**src/rtl/mux8_rr_arbiter.sv**
```systemverilog
// mux8_rr_arbiter: round-robin arbiter driving the select lines of an 8:1 mux
// with one-hot grant, valid flag and a bounded hold time per grant.
module mux8_rr_arbiter #(
  parameter int HOLD_MAX = 4
) (
  input  logic       clk,
  input  logic       rst,
  input  logic       en,
  input  logic [7:0] req,
  output logic [2:0] sel,
  output logic [7:0] gnt,
  output logic       valid
);
  typedef enum logic {IDLE, GRANT} state_t;
  state_t     state_q, state_d;
  logic [2:0] ptr_q, ptr_d, sel_q, sel_d, nxt;
  logic [7:0] cnt_q, cnt_d, gnt_q, gnt_d;
  logic [3:0] all_w, oth_w;
  logic       in_g, exp_w, go, keep;
  // {found, index} of the first set bit of r searching from p upward, mod 8
  function automatic logic [3:0] pick(input logic [7:0] r, input logic [2:0] p);
    logic [2:0] k;
    pick = '0;
    for (int i = 7; i >= 0; i--) begin
      k = p + 3'(i);
      if (r[k]) pick = {1'b1, k};
    end
  endfunction
  always_comb begin
    in_g    = state_q == GRANT;
    exp_w   = cnt_q == 8'(HOLD_MAX);
    all_w   = pick(req, ptr_q);
    oth_w   = pick(req & ~gnt_q, ptr_q);
    go      = en && (in_g ? oth_w[3] && (!req[sel_q] || exp_w) : all_w[3]);
    nxt     = in_g ? oth_w[2:0] : all_w[2:0];
    keep    = en && in_g && req[sel_q];
    state_d = (go || keep) ? GRANT : IDLE;
    sel_d   = go ? nxt : sel_q;
    gnt_d   = go ? 8'(1) << nxt : keep ? gnt_q : '0;
    ptr_d   = go ? nxt + 3'd1 : ptr_q;
    cnt_d   = go ? 8'd1 : keep ? (exp_w ? 8'd1 : cnt_q + 8'd1) : cnt_q;
  end
  always_ff @(posedge clk) begin
    if (rst) begin
      state_q <= IDLE;
      ptr_q   <= '0;
      cnt_q   <= '0;
      sel_q   <= '0;
      gnt_q   <= '0;
    end else begin
      state_q <= state_d;
      ptr_q   <= ptr_d;
      cnt_q   <= cnt_d;
      sel_q   <= sel_d;
      gnt_q   <= gnt_d;
    end
  end
  assign sel   = sel_q;
  assign gnt   = gnt_q;
  assign valid = state_q == GRANT;
endmodule
```
**config.mk**
```make
export PLATFORM = sky130hd
export DESIGN_NAME = mux8_rr_arbiter
export DESIGN_NICKNAME = d
export VERILOG_FILES = /design/src/rtl/mux8_rr_arbiter.sv
export SDC_FILE = /design/constraint.sdc
export NUM_CORES = 1
export LEC_CHECK = 0
export CAP_MARGIN = 20
export CORE_ASPECT_RATIO = 0.8
export CORE_MARGIN = 2
export CORE_UTILIZATION = 57
export DETAILED_ROUTE_END_ITERATION = 6
export DONT_BUFFER_PORTS = 1
export PLACE_DENSITY_LB_ADDON = 0.1
export SLEW_MARGIN = 20
export SYNTH_ARGS = -nofsm -noshare
export SYNTH_HDL_FRONTEND = slang
export SYNTH_SLANG_ARGS = --single-unit
export TNS_END_PERCENT = 100
```
**constraint.sdc**
```tcl
create_clock -name clk -period 11.05 [get_ports clk]
set_input_delay 2.21 -clock clk [delete_from_list [all_inputs] [get_ports clk]]
set_output_delay 2.21 -clock clk [all_outputs]
set_load 0.05 [all_outputs]
```
# Word level (Yosys, flattened, before mapping)
# Index checks and enable logic that the tools add are counted.
[totals]
mem_bits_ro = 0
ramBits = 0
latchBits = 0
n_memories = 0
register_bits = 23
output_inout_bits = 12
input_bits = 11
[classes]
addsub = 9
eq_ne = 2
n_div = 0
n_lt_le_gt_ge = 9
n_bitwise = 2
n_shift = 1
muxes = 58
multipliers = 0
n_reduce_logical = 9
[ops]
columns = ["cell", "n"]
rows = [
  ["$mux W4", 16],
  ["$bmux W1 S3", 17],
  ["$lt A3 B4 Y1 const B", 9],
  ["$mux W8", 3],
  ["$mux W1", 21],
  ["$add A3 B3 Y3 const B", 4],
  ["$add A8 B1 Y8 const B", 1],
  ["$and A8 B8 Y8", 1],
  ["$eq A8 B3 Y1 const B", 1],
  ["$not A8 Y8", 1],
  ["$shl A1 B3 Y8 const A", 1],
  ["$add A3 B1 Y3 const B", 2],
  ["$add A3 B2 Y3 const B", 2],
  ["$logic_and A1 B1 Y1", 4],
  ["$mux W3", 1],
  ["$logic_or A1 B1 Y1", 2],
  ["$ne A2 B1 Y1 const B", 1],
  ["$reduce_bool A2 Y1", 1],
  ["$reduce_or A2 Y1", 1],
  ["$logic_not A1 Y1", 1],
]

# Longest topological paths before layout
# Gate-level depths: netlist of the first run.
[depth]
ltp_word = 17
depth_mapped = 19
mapped_depth_nobuf = 14

# Worst setup path after synthesis of the first run
# No wires, ideal clock.
[synth_timing]
path_kind = "input -> register"
start = "input req[4]"
end = "register ptr_q[2]"
t_required_ps = 10922
arrival_time_ps = 4473
setup_slack_ps = 6449
setup_ps = 128
cell_stages = 14
n_path_buf = 2
cell_sequence = "buf_1 nor4bb_1 or4_1 buf_2 mux2i_1 nor2_1 nor4bb_1 o21ai_1 a21oi_1 inv_1 nor2_1 ha_1 mux2i_1 nor2_1"
[synth_via]
word_cells_on_any_way = 58
[synth_lines]
columns = ["item", "line", "source"]
rows = [
  ["start, declared", "9", "input logic [7:0] req,"],
  ["$and A8 B8 Y8", "33", "oth_w = pick(req & ~gnt_q, ptr_q);"],
  ["$bmux W1 S3", "26", "if (r[k]) pick = {1'b1, k};"],
  ["$mux W1 (not written as such)", "26", ""],
  ["$mux W4 (8 in a row)", "26", ""],
  ["$mux W3 *", "35", "nxt = in_g ? oth_w[2:0] : all_w[2:0];"],
  ["named net nxt[1]", "16", "logic [2:0] ptr_q, ptr_d, sel_q, sel_d, nxt;"],
  ["$add A3 B1 Y3 *", "40", "ptr_d = go ? nxt + 3'd1 : ptr_q;"],
  ["end signal, assigned", "52", "ptr_q <= ptr_d;"],
  ["end, declared", "16", ""],
]
# The timed path passes the listed nets; every way through them passes the cells marked *. The select of a mux whose other input is x is not followed.
# A chain may end at the register's enable or synchronous reset.

# Worst setup path in the final report of the first run
[layout_timing]
start = "register ptr_q[1]"
end = "register ptr_q[2]"
[layout_via]
word_cells_on_any_way = 60
[layout_lines]
columns = ["item", "line", "source"]
rows = [
  ["$add A3 B3 Y3", "25", "k = p + 3'(i);"],
  ["$bmux W1 S3", "26", ""],
  ["$mux W1 (not written as such)", "26", ""],
  ["$mux W4 (8 in a row)", "26", ""],
  ["$mux W3 *", "35", ""],
  ["named net nxt[1]", "16", ""],
  ["$add A3 B1 Y3 *", "40", ""],
]
# Marks and branches as above.

==> results of run 1 <==
flip-flops by register name (all words and copies together), names as in the netlist:
signal / cells
gnt: 8
ptr_q: 3
sel: 3
cnt_q: 8
valid: 1
cell families after synthesis:
family | synth area share, %
flops | 15.63
simple gates | 25.52
buf+inv | 7.515
mux | 25.05
xor+xnor | 3.270
fa+ha+maj | 2.972
compound gates | 20.04
cells in the final DEF, fill, tap and decap left out, types with 6 or more instances in the layout:
master,synthesis,final
a21oi_1,14,14
dfxtp_1,23,23
ha_1,7,7
inv_1,10,10
mux2i_1,22,22
mux4_2,19,19
nand2_1,28,28
nand2b_1,13,13
nand3_1,13,13
nor2_1,33,33
nor2_2,6,6
o21ai_0,8,8
xor2_1,8,8
critical path, stage by stage (launching register included):
cell and delay [ns]:
dfxtp_1 0.98, inv_1 0.51, ha_1 0.62, buf_4 0.39, nor4b_1 0.09, or4_1 0.67
mux2i_1 0.32, nor2_1 0.07, nor4bb_1 0.35, o21ai_1 0.13, a21oi_1 0.40, inv_1 0.12
nor2_1 0.11, ha_1 0.23, mux2i_1 0.13, nor2_1 0.05
per-stage QoR:
step	hold WS [ns]	instances	setup WS, ns
after global placement	0.5115	379	6.118
after floorplan	0.4846	347	6.449
after global routing	0.5737	383	5.458
final	0.5340	383	5.737
after CTS	0.5469	383	5.895
after detailed placement	0.5235	379	5.911
layout make-up:
class                           instances  share of cell area, %
Multi-Input combinational cell        279                  77.52
Clock inverter                          1                 0.1713
Timing Repair Buffer                    3                 0.7709
Tap cell                               62                  2.655
Inverter                               12                  1.713
Sequential cell                        23                  15.76
Clock buffer                            3                  1.413
layer usage:
layer	GRT usage, %	vias to the layer above	part of all wire, %
met2	44.54	160	43
met3	8.323	18	12
met4	4.167	0	1.3
met5	0	-	0
li1	-	1273	-
met1	42.43	1315	43
path summary, 6_finish.rpt:
path,cells after the start,to,startpoint,slack (ns)
worst min-delay path,2,cnt_q[7],cnt_q[7],0.53
worst max-delay path,15,ptr_q[2],ptr_q[1],5.74
worst max register to register,15,ptr_q[2],ptr_q[1],5.74
worst min register to register,2,cnt_q[7],cnt_q[7],0.53
power breakdown:
part           internal (mW)  switching, mW  leakage, nW
combinational          0.292          0.434        0.867
sequential            0.0982         0.0644        0.187
clock                 0.0252         0.0271       0.0255
total                  0.415          0.525         1.08
==> metrics.txt, run 1 <==
status complete, no violations; via density per instance 7.222; post-synth cell types 75; via count 2766; multi-input logic area 2265 um2; Worst Setup Path Type reg2reg; Slew Limit Fails 0; DP HPWL 6019 um; setup TNS 0 ns; fraction of registers with async set/reset 0%; ys flop type dfxtp_1; Max-Cap Viols 0; Mapped Nets 365; total gr overflow 0; Post-synth EDFFs 0; Core ar. 5007 um2; post-route cell area 2922 um2; syn_area_per_cell 8.492 um2; Synth area leaders dfxtp_1, mux4_2, mux2i_1; Cells after Synth 347; Worst-path clk slew 0.08 ns; CP Data Required Time 11.21 ns; postcts setup bufs 0; mean routed wirelength per cell 21.60 um; Fmax achieved 188.2 MHz; GP Congestion 1.018; initial antenna violation count 0; RSZ-0062 raised after global routing no; Diodes inserted 0; htree depth 1; YS warnings 0; Reg area 460.4 um2; first-pass GRT wire length 13270 um; Root Buffer clkbuf_8; Nets 340; CP Data Arrival Time 5.48 ns; number of nets with antenna violations after routing 0; Die Span Y 68.31 um; CTS tree done; I/O pin total 23; vias in the first global route 2512; Core Util, Final 58.35%; most common cell in the netlist nor2_1; Initial Util 58.85%; layout overhead on the synthesized area -0.8493%; drt first-iter violations 421; flops & latches, synth 23; worst skew pair latency 0.26 ns; # hold bufs at CTS 0; CP Capture Type flop; Worst setup SP type flop; TritonCTS Sinks 23; GR Util All Layers 29.24%; final setup fails 0; largest net degree at the start of global routing 39; Pre-antenna DRT Iters 5; fillers 478; CTS Buffer Depth 2; clk_skew 0.001905 ns; Total Power 940.2 uW; HP Class reg2reg; sequential area share after synthesis 15.63%; Fin. Hold Viols 0; CTS resizes 0; DRC violations left 0; Die W 84.39 um; Synth area leader dfxtp_1; normalized max-slew margin 33.53%; wirelength, routed 8271 um; Worst-Margin Slew 0.9957 ns; Pleak 1.079 nW; maximum vdd drop 0.2041 mV; CTS Buf Count 3; power per cell area 321.8 nW/um2; Total Die Area 5764 um2; Final min period 5.313 ns; number of port buffers 0; num rows 23; CP Max Fanout 26; Commonest cells post-synth nor2_1, nand2_1, dfxtp_1; Cell Area, Placed 2875 um2; fraction of layout instances using a drive strength above 1 13.40%; synthesized area 2947 um2; period utilization 48.08%; post-synth top area share 15.63%
No activity file was read; power rests on OpenSTA's default activity.
==> run 2: changes to the inputs <==
- clock period: 11.05 -> 4.7 ns (I/O delays scaled with it)
==> run 2 against run 1 <==
Compared with the run above: sequential power up 120%; first-iteration DRC count is 27% lower; clock-buffer cell count is the same; sequential share of layout area down 0.12 points; flip-flop and latch count is the same; combinational power is 140% higher; via count about the same; clock power grew 140%; total power increased by 130%; worst hold slack lost 0.0056 ns; routed wire length down 3.7%; final cell count rose by 0.78%.
==> metrics.txt, run 2 (synthesis results as in run 1) <==
status complete, no violations (unchanged); DRC violations left 0 (unchanged); Die W 84.39 um (unchanged); GP Congestion 1.003 (was 1.018); critical path's top delay family simple AND/OR/NAND/NOR gates (unchanged); via count 2764 (was 2766); layout overhead on the synthesized area -0.08505% (was -0.8493%); total gr overflow 0 (unchanged); HP Class reg2reg (unchanged); CP Capture Type flop (unchanged); setup TNS 0 ns (unchanged); Slew Limit Fails 0 (unchanged); GR Util All Layers 28.61% (was 29.24%); period utilization 85.67% (was 48.08%); critical path's slowest cell or4_1 (was dfxtp_1); largest net degree at the start of global routing 38 (was 39); num rows 23 (unchanged); CTS Buf Count 3 (unchanged); Fin Hold WS 0.5284 ns (was 0.5340 ns); fraction of layout instances using a drive strength above 1 14.20% (was 13.40%); Worst setup SP type flop (unchanged); htree depth 1 (unchanged); Fin. Hold Viols 0 (unchanged); clk_skew 0.005165 ns (was 0.001905 ns); Die Span Y 68.31 um (unchanged); Final min period 4.027 ns (was 5.313 ns); Pleak 1.094 nW (was 1.079 nW); vias in the first global route 2501 (was 2512); mean routed wirelength per cell 20.63 um (was 21.60 um); Root Buffer clkbuf_8 (unchanged); commonest non-fill, non-tap cell in the layout nor2_1 (unchanged); CP Max Fanout 13 (was 26); first-pass GRT wire length 13030 um (was 13270 um); normalized max-slew margin 45.49% (was 33.53%); most frequent cells in the layout nor2_1, nand2_1, dfxtp_1 (unchanged); Fmax achieved 248.4 MHz (was 188.2 MHz); Core ar. 5007 um2 (unchanged); wirelength, routed 7964 um (was 8271 um); Initial Util 58.85% (unchanged); Critical Path, Cell by Cell inv_2 -> ha_1 -> buf_4 -> nor4bb_1 -> or4_1 -> mux2i_1 -> nor2_1 -> nor4bb_1 -> o21ai_1 -> a21oi_1 -> inv_1 -> nor2_1 -> ha_1 -> mux2i_1 -> nor2_1 (was inv_1 -> ha_1 -> buf_4 -> nor4b_1 -> or4_1 -> mux2i_1 -> nor2_1 -> nor4bb_1 -> o21ai_1 -> a21oi_1 -> inv_1 -> nor2_1 -> ha_1 -> mux2i_1 -> nor2_1); worst skew pair latency 0.27 ns (was 0.26 ns); number of nets with antenna violations after routing 0 (unchanged); power per cell area 748.3 nW/um2 (was 321.8 nW/um2); drt first-iter violations 308 (was 421); postcts setup bufs 0 (unchanged); CP most frequent cell nor2_1 (unchanged); via density per instance 7.161 (was 7.222); Buf/Inv on CP 3 (unchanged); number of port buffers 0 (unchanged); Worst Setup Path Type reg2reg (unchanged); Pre-antenna DRT Iters 5 (unchanged); Core Util, Final 58.80% (was 58.35%); CTS Buffer Depth 2 (unchanged); Total Die Area 5764 um2 (unchanged); Nets 343 (was 340); RSZ-0062 raised after global routing no (unchanged); TritonCTS Sinks 23 (unchanged); I/O pin total 23 (unchanged); # hold bufs at CTS 0 (unchanged); CP max stage delay 0.61 ns (was 0.98 ns); CP Data Arrival Time 4.19 ns (was 5.48 ns); Worst-path clk slew 0.09 ns (was 0.08 ns); CP Data Required Time 4.87 ns (was 11.21 ns); Max-Cap Viols 0 (unchanged); final setup fails 0 (unchanged); CTS tree done (unchanged); DP HPWL 5897 um (was 6019 um); Worst-Margin Slew 0.8165 ns (was 0.9957 ns); maximum vdd drop 0.4229 mV (was 0.2041 mV); CTS resizes 0 (unchanged); Diodes inserted 0 (unchanged); initial antenna violation count 0 (unchanged)
==> run 2: cell count changes in the layout (fill, tap and decap cells not counted) <==
cell | before | now
buf_4 | 3 | 6
==> run 2: area by class of cell <==
type                       count  area [um2]
tap                           62       77.57
clock buffer                   3       41.29
fill                         470        2063
timing repair buffer           6       45.04
multi-input combinational    279        2265
sequential                    23       460.4
inverter                      12       50.05
clock inverter                 1       5.005
==> run 2: worst paths after layout <==
kind                  from        to  slack (ns)  cells past startpoint
setup / recovery  ptr_q[0]  ptr_q[2]        0.67                     15
hold / removal    cnt_q[7]  cnt_q[7]        0.53                      2
setup reg to reg  ptr_q[0]  ptr_q[2]        0.67                     15
hold reg to reg   cnt_q[7]  cnt_q[7]        0.53                      2
==> run 2: metrics by stage <==
stage / total power [mW] / area, um2 / setup WS, ns / std cells
final: 2.203 / 2944 / 0.6735 / 386
after global routing: 2.387 / 2944 / 0.2647 / 386
after CTS: 2.163 / 2944 / 0.7247 / 386
after detailed placement: 2.033 / 2898 / 0.7497 / 382
after global placement: 2.033 / 2898 / 0.7902 / 382
after floorplan: 1.721 / 2947 / 1.237 / 347
==> run 2: metal layers <==
layer / vias up / track usage, % / routed length (um)
met1: 1305 / 42.14 / 3657
met2: 174 / 41.37 / 3325
met5: - / 0 / 0
li1: 1276 / - / -
met4: 0 / 6.746 / 70
met3: 9 / 8.082 / 911
==> run 2: where the power goes <==
group	total, mW	leakage (nW)	switching (mW)	internal (mW)
Combinational	1.72	0.881	1.02	0.702
Sequential	0.354	0.187	0.123	0.231
Clock	0.125	0.0255	0.0659	0.0593
Total	2.20	1.09	1.21	0.992
==> run 2: worst min-delay path: stages, from the launching register on <==
cell and delay (ns):
dfxtp_1 0.35, xor2_1 0.08, nor2_2 0.06
==> run 3: changes to the inputs <==
- CORE_UTILIZATION: 57 -> 40
==> run 3 against run 2 <==
Compared with the run above: clock skew about the same; sequential share of layout area down 0.13 points; die area up 40%; flip-flop and latch count unchanged; register-to-register slack worse by 0.03 ns; critical endpoint unchanged; largest cell class unchanged; largest power group unchanged.
==> metrics.txt, run 3 (synthesis results as in run 1) <==
num rows 27 (was 23); clk_skew 0.004889 ns (was 0.005165 ns); Fmax achieved 246.5 MHz (was 248.4 MHz); Max-Cap Viols 0 (unchanged); Worst setup SP type flop (unchanged); CTS tree done (unchanged); Pre-antenna DRT Iters 5 (unchanged); commonest non-fill, non-tap cell in the layout nor2_1 (unchanged); number of nets with antenna violations after routing 0 (unchanged); Worst R2R Path Depth 15 (unchanged); dpl ws 0.7079 ns (was 0.7497 ns); Final WS setup 0.6438 ns (was 0.6735 ns); Core ar. 6993 um2 (was 5007 um2); postcts setup bufs 0 (unchanged); GR Util All Layers 21.10% (was 28.61%); normalized max-slew margin 44.82% (was 45.49%); wirelength, routed 8371 um (was 7964 um); Slew Limit Fails 0 (unchanged); Worst-path clk slew 0.08 ns (was 0.09 ns); largest net degree at the start of global routing 38 (unchanged); Net Switching 1.216 mW (was 1.210 mW); period utilization 86.30% (was 85.67%); DRC violations left 0 (unchanged); CP Data Required Time 4.87 ns (about the same); maximum vdd drop 0.2965 mV (was 0.4229 mV); status complete, no violations (unchanged); RSZ-0062 raised after global routing no (unchanged); CP Data Arrival Time 4.22 ns (was 4.19 ns); worst skew pair latency 0.26 ns (was 0.27 ns); vias in the first global route 2426 (was 2501); hold path start cnt_q[7] (unchanged); Gate power share 77.4% (was 78.2%); Pleak 1.089 nW (was 1.094 nW); number of port buffers 0 (unchanged); Sw Share 55.23% (was 54.95%); Hold Path End cnt_q[7] (unchanged); Min-Delay Path Depth 2 (unchanged); Worst Setup Path Type reg2reg (unchanged); setup TNS 0 ns (unchanged); most frequent cells in the layout nor2_1, nand2_1, dfxtp_1 (unchanged); I/O pin total 23 (unchanged); HP Class reg2reg (unchanged); sequential share of power 17.1% (was 16.1%); via density per instance 6.627 (was 7.161); Root Buffer clkbuf_8 (unchanged); Nets 342 (was 343); layout overhead on the synthesized area 0.7220% (was -0.08505%); via count 2717 (was 2764); Fin. Hold Viols 0 (unchanged); CTS Buf Count 3 (unchanged); initial antenna violation count 0 (unchanged); CTS Buffer Depth 2 (unchanged); Die Span Y 80.77 um (was 68.31 um); Reg-to-Reg End ptr_q[2] (unchanged); # hold bufs at CTS 0 (unchanged); Total Die Area 8073 um2 (was 5764 um2); power per cell area 741.9 nW/um2 (was 748.3 nW/um2); Diodes inserted 0 (unchanged); htree depth 1 (unchanged); Die W 99.96 um (was 84.39 um); drt first-iter violations 382 (was 308); CP Capture Type flop (unchanged); R2R Path Start ptr_q[1] (was ptr_q[0]); clock network fraction of design power 5.6% (was 5.7%); final setup fails 0 (unchanged); Internal 985.7 uW (was 992.5 uW); total gr overflow 0 (unchanged); DP HPWL 6171 um (was 5897 um); fraction of layout instances using a drive strength above 1 13.93% (was 14.20%); TritonCTS Sinks 23 (unchanged); Worst-Margin Slew 0.8266 ns (was 0.8165 ns); GP Congestion 0.8962 (was 1.003); CP Max Fanout 17 (was 13); Initial Util 42.14% (was 58.85%); Final min period 4.056 ns (was 4.027 ns); CTS resizes 0 (unchanged); mean routed wirelength per cell 20.42 um (was 20.63 um); first-pass GRT wire length 13540 um (was 13030 um); r2r setup slk 0.64 ns (was 0.67 ns)
[run 3: cell count changes in the layout (fill, tap and decap cells not counted), sizes merged]
| cell | delta |
|---|---|
| buf | -1 |
[run 3: power groups by stage]
stage | registers [mW] | logic (mW) | clock network [mW]
final | 0.376 | 1.70 | 0.122
after global routing | 0.385 | 1.86 | 0.133
after CTS | 0.377 | 1.67 | 0.126
after detailed placement | 0.381 | 1.66 | 0
after global placement | 0.381 | 1.68 | 0
after floorplan | 0.343 | 1.38 | 0
[run 3: how the worst max path moves through the flow]
stage | from | to | slack, ns | cells past startpoint
after floorplan | ptr_q[0] | ptr_q[2] | 1.24 | 18
after global placement | ptr_q[1] | ptr_q[2] | 0.75 | 15
after detailed placement | ptr_q[1] | ptr_q[2] | 0.71 | 15
after CTS | ptr_q[1] | ptr_q[2] | 0.68 | 15
after global routing | ptr_q[1] | ptr_q[2] | 0.31 | 15
final | ptr_q[1] | ptr_q[2] | 0.64 | 15
[run 3: cell type report]
class | count | area [um2]
fillers | 688 | 4025
clock inverters | 1 | 5.005
clock buffers | 3 | 41.29
flip-flops and latches | 23 | 460.4
repair buffers | 5 | 37.54
multi-input cells | 279 | 2265
inverters | 12 | 50.05
well taps | 87 | 108.9
[run 3: critical path: stages, from the launching register on]
cell	delay [ns]
dfxtp_1	0.34
inv_1	0.04
buf_4	0.18
ha_1	0.54
and4b_1	0.30
or4_1	0.72
mux2i_1	0.35
nor2_1	0.07
nor4bb_1	0.29
o21ai_1	0.11
a21oi_1	0.38
inv_1	0.12
nor2_1	0.11
ha_1	0.23
mux2i_1	0.12
nor2_1	0.05
[run 3: per-layer routing]
layer / vias up / GRT usage [%] / part of all wire (%)
met5: - / 0 / 0
met4: 0 / 0.4110 / 0.20
met3: 4 / 6.971 / 11
met2: 128 / 29.39 / 41
met1: 1309 / 33.10 / 48
li1: 1276 / - / -
[run 3: metrics by stage]
stage | std cells | instance area (um2) | hold WS [ns] | total power, mW | utilization [%]
after floorplan | 347 | 2947 | 0.4846 | 1.721 | -
after global placement | 406 | 2922 | 0.5045 | 2.066 | 41.78
after detailed placement | 406 | 2922 | 0.5032 | 2.040 | 41.78
after CTS | 410 | 2968 | 0.5263 | 2.169 | 42.44
after global routing | 410 | 2968 | 0.5542 | 2.381 | 42.44
final | 410 | 2968 | 0.5270 | 2.202 | 42.44
